<file path="config.mk">
export PLATFORM = sky130hd
export DESIGN_NAME = button_conditioner
export DESIGN_NICKNAME = d
export VERILOG_FILES = /design/src/rtl/watch_pkg.sv /design/src/rtl/btn_channel.sv /design/src/rtl/button_conditioner.sv
export SDC_FILE = /design/constraint.sdc
export NUM_CORES = 1
export LEC_CHECK = 0
export BUFFER_PORTS_ARGS = -buffer_cell sky130_fd_sc_hd__buf_2
export CAP_MARGIN = 25
export CORE_MARGIN = 8
export CORE_UTILIZATION = 30
export CTS_CLUSTER_DIAMETER = 30
export DETAILED_ROUTE_END_ITERATION = 8
export GPL_TIMING_DRIVEN = 0
export HOLD_SLACK_MARGIN = 0.06
export PLACE_DENSITY = 0.42
export SLEW_MARGIN = 20
export SYNTH_ARGS = -nofsm -noshare
export SYNTH_HDL_FRONTEND = slang
export SYNTH_SLANG_ARGS = --single-unit
</file>
<file path="constraint.sdc">
create_clock -name clk -period 1.87 [get_ports clk]
set_clock_uncertainty 0.2 [all_clocks]
set_input_delay 0.0935 -clock clk [delete_from_list [all_inputs] [get_ports clk]]
set_output_delay 0.0935 -clock clk [all_outputs]
set_load 0.005 [all_outputs]
</file>
<file path="src/rtl/watch_pkg.sv">
// Shared constants for the watch button path: channel indices, default
// timing, and the auto-repeat hold states.
package watch_pkg;

   localparam int unsigned BTN_MODE  = 0;
   localparam int unsigned BTN_SET   = 1;
   localparam int unsigned BTN_INC   = 2;
   localparam int unsigned BTN_DEC   = 3;
   localparam int unsigned BTN_LIGHT = 4;

   localparam int unsigned N_BTN_DEF           = 5;
   localparam int unsigned DEBOUNCE_CYCLES_DEF = 1000;
   localparam int unsigned REPEAT_DELAY_DEF    = 32768;
   localparam int unsigned REPEAT_RATE_DEF     = 8192;
   localparam logic [4:0]  REPEAT_MASK_DEF     = 5'b01100;

   typedef enum logic {
      HOLD_DELAY  = 1'b0,
      HOLD_REPEAT = 1'b1
   } hold_state_e;

   // Bits needed to hold values 0..max_val; never less than one bit.
   function automatic int unsigned cnt_width(input int unsigned max_val);
      return (max_val < 1) ? 1 : $clog2(max_val + 1);
   endfunction

endpackage

</file>
<file path="src/rtl/btn_channel.sv">
// One button channel: 2-flop synchroniser, debounce, press edge detect and
// optional auto-repeat while the accepted level stays high.
//
// state        | meaning
// HOLD_DELAY   | level held, waiting REPEAT_DELAY cycles for the first repeat
// HOLD_REPEAT  | repeating, one pulse every REPEAT_RATE cycles
module btn_channel
   import watch_pkg::*;
#(
   parameter int unsigned DEBOUNCE_CYCLES = DEBOUNCE_CYCLES_DEF,
   parameter int unsigned REPEAT_DELAY    = REPEAT_DELAY_DEF,
   parameter int unsigned REPEAT_RATE     = REPEAT_RATE_DEF,
   parameter bit          REPEAT_EN       = 1'b0
) (
   input  logic clk,
   input  logic rst,
   input  logic raw_i,
   output logic level_o,
   output logic pulse_o
);

   localparam int unsigned DW       = cnt_width(DEBOUNCE_CYCLES);
   localparam int unsigned HOLD_MAX = (REPEAT_DELAY > REPEAT_RATE) ? REPEAT_DELAY : REPEAT_RATE;
   localparam int unsigned HW       = cnt_width(HOLD_MAX);

   localparam logic [DW-1:0] CNT_TC = DW'(DEBOUNCE_CYCLES - 1);

   logic          sync1_q;
   logic          sync2_q;
   logic [DW-1:0] cnt_q;
   logic [DW-1:0] cnt_d;
   logic          level_q;
   logic          level_d;
   logic          pulse_q;
   logic          pulse_d;
   logic          press;
   logic          repeat_evt;

   always_ff @(posedge clk) begin
      if (rst) begin
         sync1_q <= 1'b0;
         sync2_q <= 1'b0;
      end else begin
         sync1_q <= raw_i;
         sync2_q <= sync1_q;
      end
   end

   // Any agreement between the synchronised input and the accepted level
   // restarts qualification, so only an unbroken mismatch run toggles level.
   always_comb begin
      cnt_d   = '0;
      level_d = level_q;
      if (sync2_q != level_q) begin
         if (cnt_q == CNT_TC) begin
            level_d = ~level_q;
         end else begin
            cnt_d = cnt_q + DW'(1);
         end
      end
   end

   assign press = level_d & ~level_q;

   generate
      if (REPEAT_EN) begin : g_rep
         logic [HW-1:0] hold_q;
         hold_state_e   rep_q;
         logic          run;
         logic          hold_tc;

         // Requiring level_d keeps a release that qualifies on a terminal
         // count from producing a trailing repeat.
         assign run = level_q & level_d;

         always_comb begin
            hold_tc = 1'b0;
            if (rep_q == HOLD_REPEAT) begin
               hold_tc = (hold_q == HW'(REPEAT_RATE - 1));
            end else begin
               hold_tc = (hold_q == HW'(REPEAT_DELAY - 1));
            end
         end

         always_ff @(posedge clk) begin
            if (rst) begin
               hold_q <= '0;
               rep_q  <= HOLD_DELAY;
            end else if (!run) begin
               hold_q <= '0;
               rep_q  <= HOLD_DELAY;
            end else if (hold_tc) begin
               hold_q <= '0;
               rep_q  <= HOLD_REPEAT;
            end else begin
               hold_q <= hold_q + HW'(1);
            end
         end

         assign repeat_evt = run & hold_tc;
      end else begin : g_norep
         assign repeat_evt = 1'b0;
      end
   endgenerate

   assign pulse_d = press | repeat_evt;

   always_ff @(posedge clk) begin
      if (rst) begin
         cnt_q   <= '0;
         level_q <= 1'b0;
         pulse_q <= 1'b0;
      end else begin
         cnt_q   <= cnt_d;
         level_q <= level_d;
         pulse_q <= pulse_d;
      end
   end

   assign level_o = level_q;
   assign pulse_o = pulse_q;

endmodule

</file>
<file path="src/rtl/button_conditioner.sv">
// Conditions the raw watch buttons into debounced levels and one-cycle press
// pulses; channels selected by REPEAT_MASK also auto-repeat while held.
module button_conditioner
   import watch_pkg::*;
#(
   parameter int unsigned      N_BTN           = N_BTN_DEF,
   parameter int unsigned      DEBOUNCE_CYCLES = DEBOUNCE_CYCLES_DEF,
   parameter int unsigned      REPEAT_DELAY    = REPEAT_DELAY_DEF,
   parameter int unsigned      REPEAT_RATE     = REPEAT_RATE_DEF,
   parameter logic [N_BTN-1:0] REPEAT_MASK     = REPEAT_MASK_DEF
) (
   input  logic             clk,
   input  logic             rst,
   input  logic [N_BTN-1:0] btn_raw,
   output logic [N_BTN-1:0] btn_level,
   output logic [N_BTN-1:0] btn_pulse
);

   generate
      for (genvar i = 0; i < N_BTN; i++) begin : g_ch
         btn_channel #(
            .DEBOUNCE_CYCLES (DEBOUNCE_CYCLES),
            .REPEAT_DELAY    (REPEAT_DELAY),
            .REPEAT_RATE     (REPEAT_RATE),
            .REPEAT_EN       (REPEAT_MASK[i])
         ) u_ch (
            .clk     (clk),
            .rst     (rst),
            .raw_i   (btn_raw[i]),
            .level_o (btn_level[i]),
            .pulse_o (btn_pulse[i])
         );
      end
   endgenerate

endmodule

</file>
Word-level counts from Yosys, hierarchy flattened --
Index checks and enable logic that the tools add are counted.
Word-level totals: output and inout port bits 10, word-level logic and storage cells 94, ROM bits 0, bits in latches 0, bits in registers 104, RAM bits 0, memories kept 0
Operators by class: shifts and indexed selects 0, equality and inequality tests 14, reductions and logical operators 9, bitwise operators 23, muxes and demuxes 12, magnitude comparators 0, $mul 0, divide/modulo/power cells 0, add/sub/neg operators 7
Operators by type and width (number):
- $add 10x1->10 const B | 5
- $eq 10x10->1 const B | 5
- $add 16x1->16 const B | 2
- $eq 16x13->1 const B | 2
- $eq 16x15->1 const B | 2
- $reduce_or 3->1 | 7
- $mux 1 | 12
- $not 1->1 | 12
- $and 1x1->1 | 9
- $ne 1x1->1 | 5
- $reduce_or 2->1 | 2
- $or 1x1->1 | 2

Depth between registers and ports, before layout --
Gate-level depths: netlist of the first run.
word-level depth 6, depth in mapped cells 6, mapped depth without buffers 5

Modules after synthesis --
A second synthesis of the first run with hierarchy kept.
Unflattened totals: cell total of the unflattened synthesis 466, area, all modules 4383.0 µm²
Modules (own cells, without submodules):
- btn_channel (g_ch[2].u_ch ...) | area an instance 1330.0 µm², instances 2, cells an instance 143
- btn_channel (g_ch[0].u_ch ...) | area an instance 574.3 µm², instances 3, cells an instance 60

Worst setup path after synthesis of the first run --
No wires, ideal clock.
path kind reg-to-reg, start reg g_ch[2].u_ch.cnt_q[0], end reg g_ch[2].u_ch.g_rep.hold_q[7], stages on the path, launching flop included 7, arrival time 1.465 ns, path buffers 1, period minus slack after synthesis 1.780 ns, setup slack 0.090 ns, cell sequence dfxtp_1 > ha_1 > nand4b_1 > o41ai_1 > a31o_2 > buf_6 > nor2_1
On the way: word-level cells in the longest chain between the ends 6
RTL lines:
- from (decl) | line btn_channel.sv:30 | logic [DW-1:0] cnt_q;
- from (signal assigned) | line btn_channel.sv:114 | cnt_q <= cnt_d;
- $eq 10x10->1 | line btn_channel.sv:55 | if (cnt_q == CNT_TC) begin
- $mux 1 | line btn_channel.sv:55
- $mux 1 | line btn_channel.sv:54 | if (sync2_q != level_q) begin
- $and 1x1->1 | line btn_channel.sv:74 | assign run = level_q & level_d;
- $not 1->1 (no source line)
- $reduce_or 3->1 (no source line)
- to (signal assigned) | line btn_channel.sv:96 | hold_q <= hold_q + HW'(1);
- to (decl) | line btn_channel.sv:67 | logic [HW-1:0] hold_q;
Every way passes these cells. A chain may end at the register's enable or synchronous reset.

Worst setup path after layout of the first run --
start reg g_ch[2].u_ch.cnt_q[1], end reg g_ch[2].u_ch.g_rep.hold_q[8]
The elaborated chain is that of the path after synthesis.

==> impl_metrics.yaml, run 1 <==
drt:
  vias_per_cell: 4.43
  wl_met2_um: 3590
  routed-wl-met3_um: 337
  routed_wl_um: 7940
  ant_nets: 0
  highest_layer: "met4"
  wl_per_cell_um: 11.3
  drcViolationCount: 0
  dr.pass1.iters: 4
  met1_length_um: 3900
  num_vias: 3104
  drtIter0Drc: 95
timing:
  period_share_pct: 95.1
  relSlewSlack_pct: 55.6
  tns_ns: 0
  setup_ws_ns: 0.0911
  period_needed_ns: 1.78
  tightest_slew_ns: 0.666
  finalMaxSlewViolations: 0
  max_freq_mhz: 562
  setup_viol: 0
  finalHoldViolCount: 0
place:
  hpwl_um: 5400
  io_buffers: 15
  gp_congestion: 0.751
  place_ws_ns: -0.213
finish:
  drive_gt1_share_pct: 16.1
  final_nets: 525
  diodes: 0
  final_cell_mix: "nor2_1, dfxtp_1, xnor2_1"
  syn_to_final_growth_pct: 20.9
  fillers: 1488
global_route:
  groute.usage.overall_pct: 9.20
  grt-ovfl-total: 0
  grt_pass1_vias: 2999
  grt_max_degree: 16
  grt_pass1_wl_um: 13600
  antenna_found_initial: 0
hold_path:
  min_path_type: "in2reg"
setup_path:
  reg2reg_slack_ns: 0.09
  criticalPathCategory: "reg2reg"
  path_buf_inv: 1
  cp-end-kind: "register"
  cp_cell_sequence: "ha_4 > nand4b_1 > o41ai_4 > a31o_4 > buf_6 > nor2_1"
  max_stage_delay_ns: 0.42
  arrival_ns: 1.82
  start_kind: "register"
  required_ns: 1.91
  crit_slowest_cell: "o41ai_4"
  critPathTopFamily: "compound AO/OA/AOI/OAI gates"
  worst-path-max-fanout: 6
power:
  switching_share_pct: 19.3
  peakVddDrop_mv: 0.424
  p_leak_nw: 1.68
  p_int_mw: 3.54
  p_sw_mw: 0.847
  power_frac_comb_pct: 1.3
  power.density_mw_per_mm2: 836
  power_frac_seq_pct: 51.0
  power_frac_clock_pct: 47.8
floorplanning:
  pin_count: 17
  rows: 44
  core_mm2: 0.0143
  die-height_um: 136
  die_width_um: 136
  die-area_mm2: 0.0185
  start_util_pct: 30.3
yosys:
  synth-seq-cells: 104
  yosysTopAreaCell: "dfxtp_1"
  synth.top_cells.by_area: "dfxtp_1, xnor2_1, nor2_1, xor2_1, nand3_1"
  netlist.area_leader.share_pct: 48.1
  synth_nets: 490
  netlist_area_mm2: 0.00433
  syn_avg_cell_area_um2: 9.10
  netlist_instances: 476
  ys_warn_count: 0
  ys_seq_area_share_pct: 48.1
  synth.distinct_cells: 41
cts:
  cts_num_sinks: 104
  clk_path_buf_depth: 2
  cts_buffers: 9
  clk_pin_slew_worst_paths_ns: 0.07
  root_buffer: "clkbuf_16"
  cts_tree: "yes"
  cts_max_level: 3
  clk_latency_ns: 0.35
status:
  status: "finished, final reports clean"
run:
  maxCapViolCount: 0
==> logic make-up after synthesis <==
| group | Yosys count | share of synthesized area (%) |
|---|---|---|
| simple gates | 239 | 27.7 |
| xor+xnor | 70 | 14.1 |
| mux | 5 | 1.16 |
| compound gates | 16 | 2.54 |
| flops | 104 | 48.1 |
| fa+ha+maj | 7 | 2.02 |
| buf+inv | 35 | 4.42 |
==> per-stage QoR <==
step / cell area (um^2) / instances / utilization (%) / power [mW] / hold WS [ns]
after global routing: 5240 / 700 / 36.6 / 4.57 / 0.176
after global placement: 4640 / 675 / 32.4 / 2.33 / 0.121
after detailed placement: 4640 / 675 / 32.4 / 2.33 / 0.131
final: 5240 / 700 / 36.6 / 4.38 / 0.104
after CTS: 5080 / 697 / 35.5 / 4.48 / 0.129
after floorplan: 4330 / 476 / - / 2.31 / 0.0217
==> metal layers <==
metal,up-vias,track usage [%]
met3,9,3.62
li1,1646,-
met4,0,3.29
met1,1425,11.0
met5,-,0
met2,24,14.7
==> registers in the layout (all words and copies together) (netlist names) <==
name	flops
g_ch.u_ch.cnt_q	50
g_ch.u_ch.g_rep.hold_q	32
g_ch.u_ch.level_o	5
g_ch.u_ch.pulse_o	5
g_ch.u_ch.sync1_q	5
g_ch.u_ch.sync2_q	5
g_ch.u_ch.g_rep.rep_q	2
==> cell usage after synthesis, drive strengths merged <==
master / n
a21o: 2
inv: 16
nand2b: 7
nand3: 26
o31ai: 1
nand2: 29
and2: 3
and3: 6
a211oi: 2
or3: 2
or3b: 1
clkbuf: 3
dfxtp: 104
buf: 16
nand4bb: 1
xnor2: 50
o22ai: 1
a31o: 3
nand4b: 1
o41ai: 1
or4: 2
a21oi: 6
nand3b: 1
ha: 7
mux2i: 5
nand4: 16
nor2b: 12
nor4: 12
xor2: 20
nor2: 97
and4: 1
nor3: 19
nor4b: 3
==> repair_timing <==
action | CTS | global route
pin swaps | 4 | 7
setup endpoints to repair | 28 | 67
hold buffers | 5 | 0
endpoints found under the hold margin | 5 | 0
cloned | 0 | 1
setup buffers | 1 | 2
gates resized for setup | 9 | 31
==> power by group through the flow <==
stage	clock network, mW	registers [mW]	logic, mW
global route	2.27	2.23	0.0631
global placement	0	2.29	0.0476
floorplan	0	2.28	0.0306
CTS	2.19	2.23	0.0560
detailed placement	0	2.29	0.0478
finish	2.09	2.23	0.0550
==> layout make-up <==
type                            instances  area, um^2  area share, %
Clock inverter                          2        60.1           1.15
Sequential cell                       104        2100           40.0
Clock buffer                           14         274           5.23
Timing Repair Buffer                   24         163           3.10
Tap cell                              184         230           4.39
Buffer                                 19         139           2.65
Multi-Input combinational cell        337        2220           42.3
Inverter                               16        60.1           1.15
==> worst paths after layout <==
path                            cells after the start                                      end                        startpoint
worst max register to register                      6  g_ch[2].u_ch.g_rep.hold_q[8]$_SDFF_PP0_  g_ch[2].u_ch.cnt_q[1]$_SDFF_PP0_
worst min register to register                      1         g_ch[1].u_ch.cnt_q[0]$_SDFF_PP0_  g_ch[1].u_ch.cnt_q[0]$_SDFF_PP0_
worst max-delay path                                6  g_ch[2].u_ch.g_rep.hold_q[8]$_SDFF_PP0_  g_ch[2].u_ch.cnt_q[1]$_SDFF_PP0_
worst min-delay path                                3         g_ch[1].u_ch.cnt_q[4]$_SDFF_PP0_                               rst
==> worst reg2reg max path: stages (launching register included) <==
cell and delay [ns]:
dfxtp_4 0.37, ha_4 0.16, nand4b_1 0.19, o41ai_4 0.42, a31o_4 0.18, buf_6 0.12
nor2_1 0.05
Note: power is estimated with default switching activity, not from simulation.
==> inputs of run 2 (changes only) <==
--- a/config.mk
+++ b/config.mk
@@ -8,12 +8,12 @@
 export BUFFER_PORTS_ARGS = -buffer_cell sky130_fd_sc_hd__buf_2
 export CAP_MARGIN = 25
 export CORE_MARGIN = 8
-export CORE_UTILIZATION = 30
+export CORE_UTILIZATION = 55
 export CTS_CLUSTER_DIAMETER = 30
 export DETAILED_ROUTE_END_ITERATION = 8
 export GPL_TIMING_DRIVEN = 0
 export HOLD_SLACK_MARGIN = 0.06
-export PLACE_DENSITY = 0.42
+export PLACE_DENSITY = 0.71
 export SLEW_MARGIN = 20
 export SYNTH_ARGS = -nofsm -noshare
 export SYNTH_HDL_FRONTEND = slang
==> run 2 against run 1 <==
Die area is 41% lower; sequential cell count stayed put; critical path type unchanged; worst setup slack worse by 0.036 ns; largest cell class unchanged; clock power is 39% lower; sequential power hardly changed; routed wire length is 7.9% lower; count of clock-buffer cells in the layout is 1 lower; combinational power hardly changed; non-clock buffer count is 6 higher; utilization is 28 points higher; largest power group unchanged; first-iteration DRC count is 25% lower.
==> impl_metrics.yaml, run 2 (synthesis gave the netlist of run 1 again) <==
drt:
  ant_nets: 0
  wl_per_cell_um: 11.7
  dr.pass1.iters: 4
  num_vias: 3137
  drcViolationCount: 0
  drtIter0Drc: 71
  routed_wl_um: 7310
  vias_per_cell: 5.03
finish:
  final_cell_mix: "dfxtp_1, nor2_1, xnor2_1"
  final_cell_area_mm2: 0.00499
  top_regs: "g_ch.u_ch.cnt_q x50, g_ch.u_ch.g_rep.hold_q x32"
  final_nets: 531
  largest_reg_flops: 50
  diodes: 0
  final_common_cell: "dfxtp_1"
  fillers: 679
  drive_gt1_share_pct: 18.0
  top_register: "g_ch.u_ch.cnt_q"
  syn_to_final_growth_pct: 15.2
timing:
  rsz0062_at_grt: "true"
  period_share_pct: 97.0
  relSlewSlack_pct: 61.5
  period_needed_ns: 1.81
  finalHoldViolCount: 0
  tns_ns: 0
  setup_viol: 0
  finalMaxSlewViolations: 0
  tightest_slew_ns: 0.577
  max_freq_mhz: 551
global_route:
  antenna_found_initial: 0
  grt_max_degree: 16
  grt-ovfl-total: 0
  grt_pass1_wl_um: 12300
  grt_pass1_vias: 2908
  grt_busiest_layer: "met2"
  use_met1_pct: 15.7
  grtUsageMet3_pct: 4.73
  groute.usage.overall_pct: 13.3
  grt_util_met2_pct: 22.0
cts:
  cts_tree: "yes"
  clk_latency_ns: 0.36
  clk_pin_slew_worst_paths_ns: 0.09
  root_buffer: "clkbuf_8"
  cts_num_sinks: 104
  cts_buffers: 9
  cts_max_level: 3
  clk_path_buf_depth: 2
place:
  gp_congestion: 0.775
  hpwl_um: 5020
  io_buffers: 15
  place_area_mm2: 0.00454
floorplanning:
  die_width_um: 105
  core_mm2: 0.00769
  die-area_mm2: 0.0110
  die-height_um: 105
  pin_count: 17
  start_util_pct: 56.4
  rows: 32
power:
  peakVddDrop_mv: 0.378
  p_leak_nw: 1.62
  power.density_mw_per_mm2: 716
setup_path:
  worst-path-max-fanout: 5
  arrival_ns: 1.87
  cp-end-kind: "register"
  start_kind: "register"
  required_ns: 1.93
  criticalPathCategory: "reg2reg"
run:
  maxCapViolCount: 0
hold_path:
  min_path_type: "in2reg"
status:
  status: "finished, final reports clean"
-- run 2: path summary, 6_finish.rpt --
path	startpoint	end	slack, ns	cells after the start
worst max register to register	g_ch[2].u_ch.cnt_q[0]$_SDFF_PP0_	g_ch[2].u_ch.g_rep.hold_q[4]$_SDFF_PP0_	0.06	6
worst max-delay path	g_ch[2].u_ch.cnt_q[0]$_SDFF_PP0_	g_ch[2].u_ch.g_rep.hold_q[4]$_SDFF_PP0_	0.06	6
worst min-delay path	rst	g_ch[1].u_ch.cnt_q[2]$_SDFF_PP0_	0.10	3
worst min register to register	g_ch[4].u_ch.cnt_q[0]$_SDFF_PP0_	g_ch[4].u_ch.cnt_q[0]$_SDFF_PP0_	0.22	1
-- run 2: final cells by class --
| class | instances | area (um^2) | share of cell area [%] |
|---|---|---|---|
| Multi-Input combinational cell | 337 | 2190 | 43.8 |
| Clock inverter | 3 | 15.0 | 0.301 |
| Tap cell | 102 | 128 | 2.56 |
| Sequential cell | 104 | 2090 | 41.9 |
| Inverter | 16 | 60.1 | 1.20 |
| Clock buffer | 13 | 169 | 3.38 |
| Buffer | 19 | 134 | 2.68 |
| Timing Repair Buffer | 30 | 208 | 4.16 |
-- run 2: worst max-delay path, cell delays in order, from the launching register on --
cell      delay (ns)
dfxtp_4         0.38
ha_4            0.14
nand4b_1        0.15
o41ai_2         0.42
a31o_2          0.24
buf_6           0.15
nor2_2          0.04
-- run 2: metrics by stage --
| step | utilization [%] | setup WS (ns) | cells | hold slack [ns] | power (mW) |
|---|---|---|---|---|---|
| floorplan | - | 0.0899 | 476 | 0.0217 | 2.31 |
| global placement | 59.0 | -0.158 | 593 | 0.115 | 2.33 |
| detailed placement | 59.0 | -0.198 | 593 | 0.121 | 2.33 |
| CTS | 62.6 | 0.0251 | 617 | 0.102 | 3.62 |
| global route | 64.9 | -0.0391 | 624 | 0.118 | 3.74 |
| finish | 64.9 | 0.0553 | 624 | 0.104 | 3.57 |
-- run 2: where the power goes --
group          switching (mW)  internal, mW  total [mW]
clock network           0.697         0.588        1.28
logic                  0.0282        0.0267      0.0549
registers             0.00768          2.22        2.23
-- run 2: per-layer routing --
metal / up-vias / wire, um
met4: 0 / 91
met3: 8 / 230
met1: 1446 / 3490
met2: 21 / 3500
li1: 1662 / -
met5: - / 0
-- run 2: timing repair --
action	CTS	global route
hold buffers	5	0
endpoints found under the hold margin	5	0
setup buffers	3	6
pin swaps	4	8
setup endpoints to repair	27	73
gates resized for setup	3	33
cloned	0	1
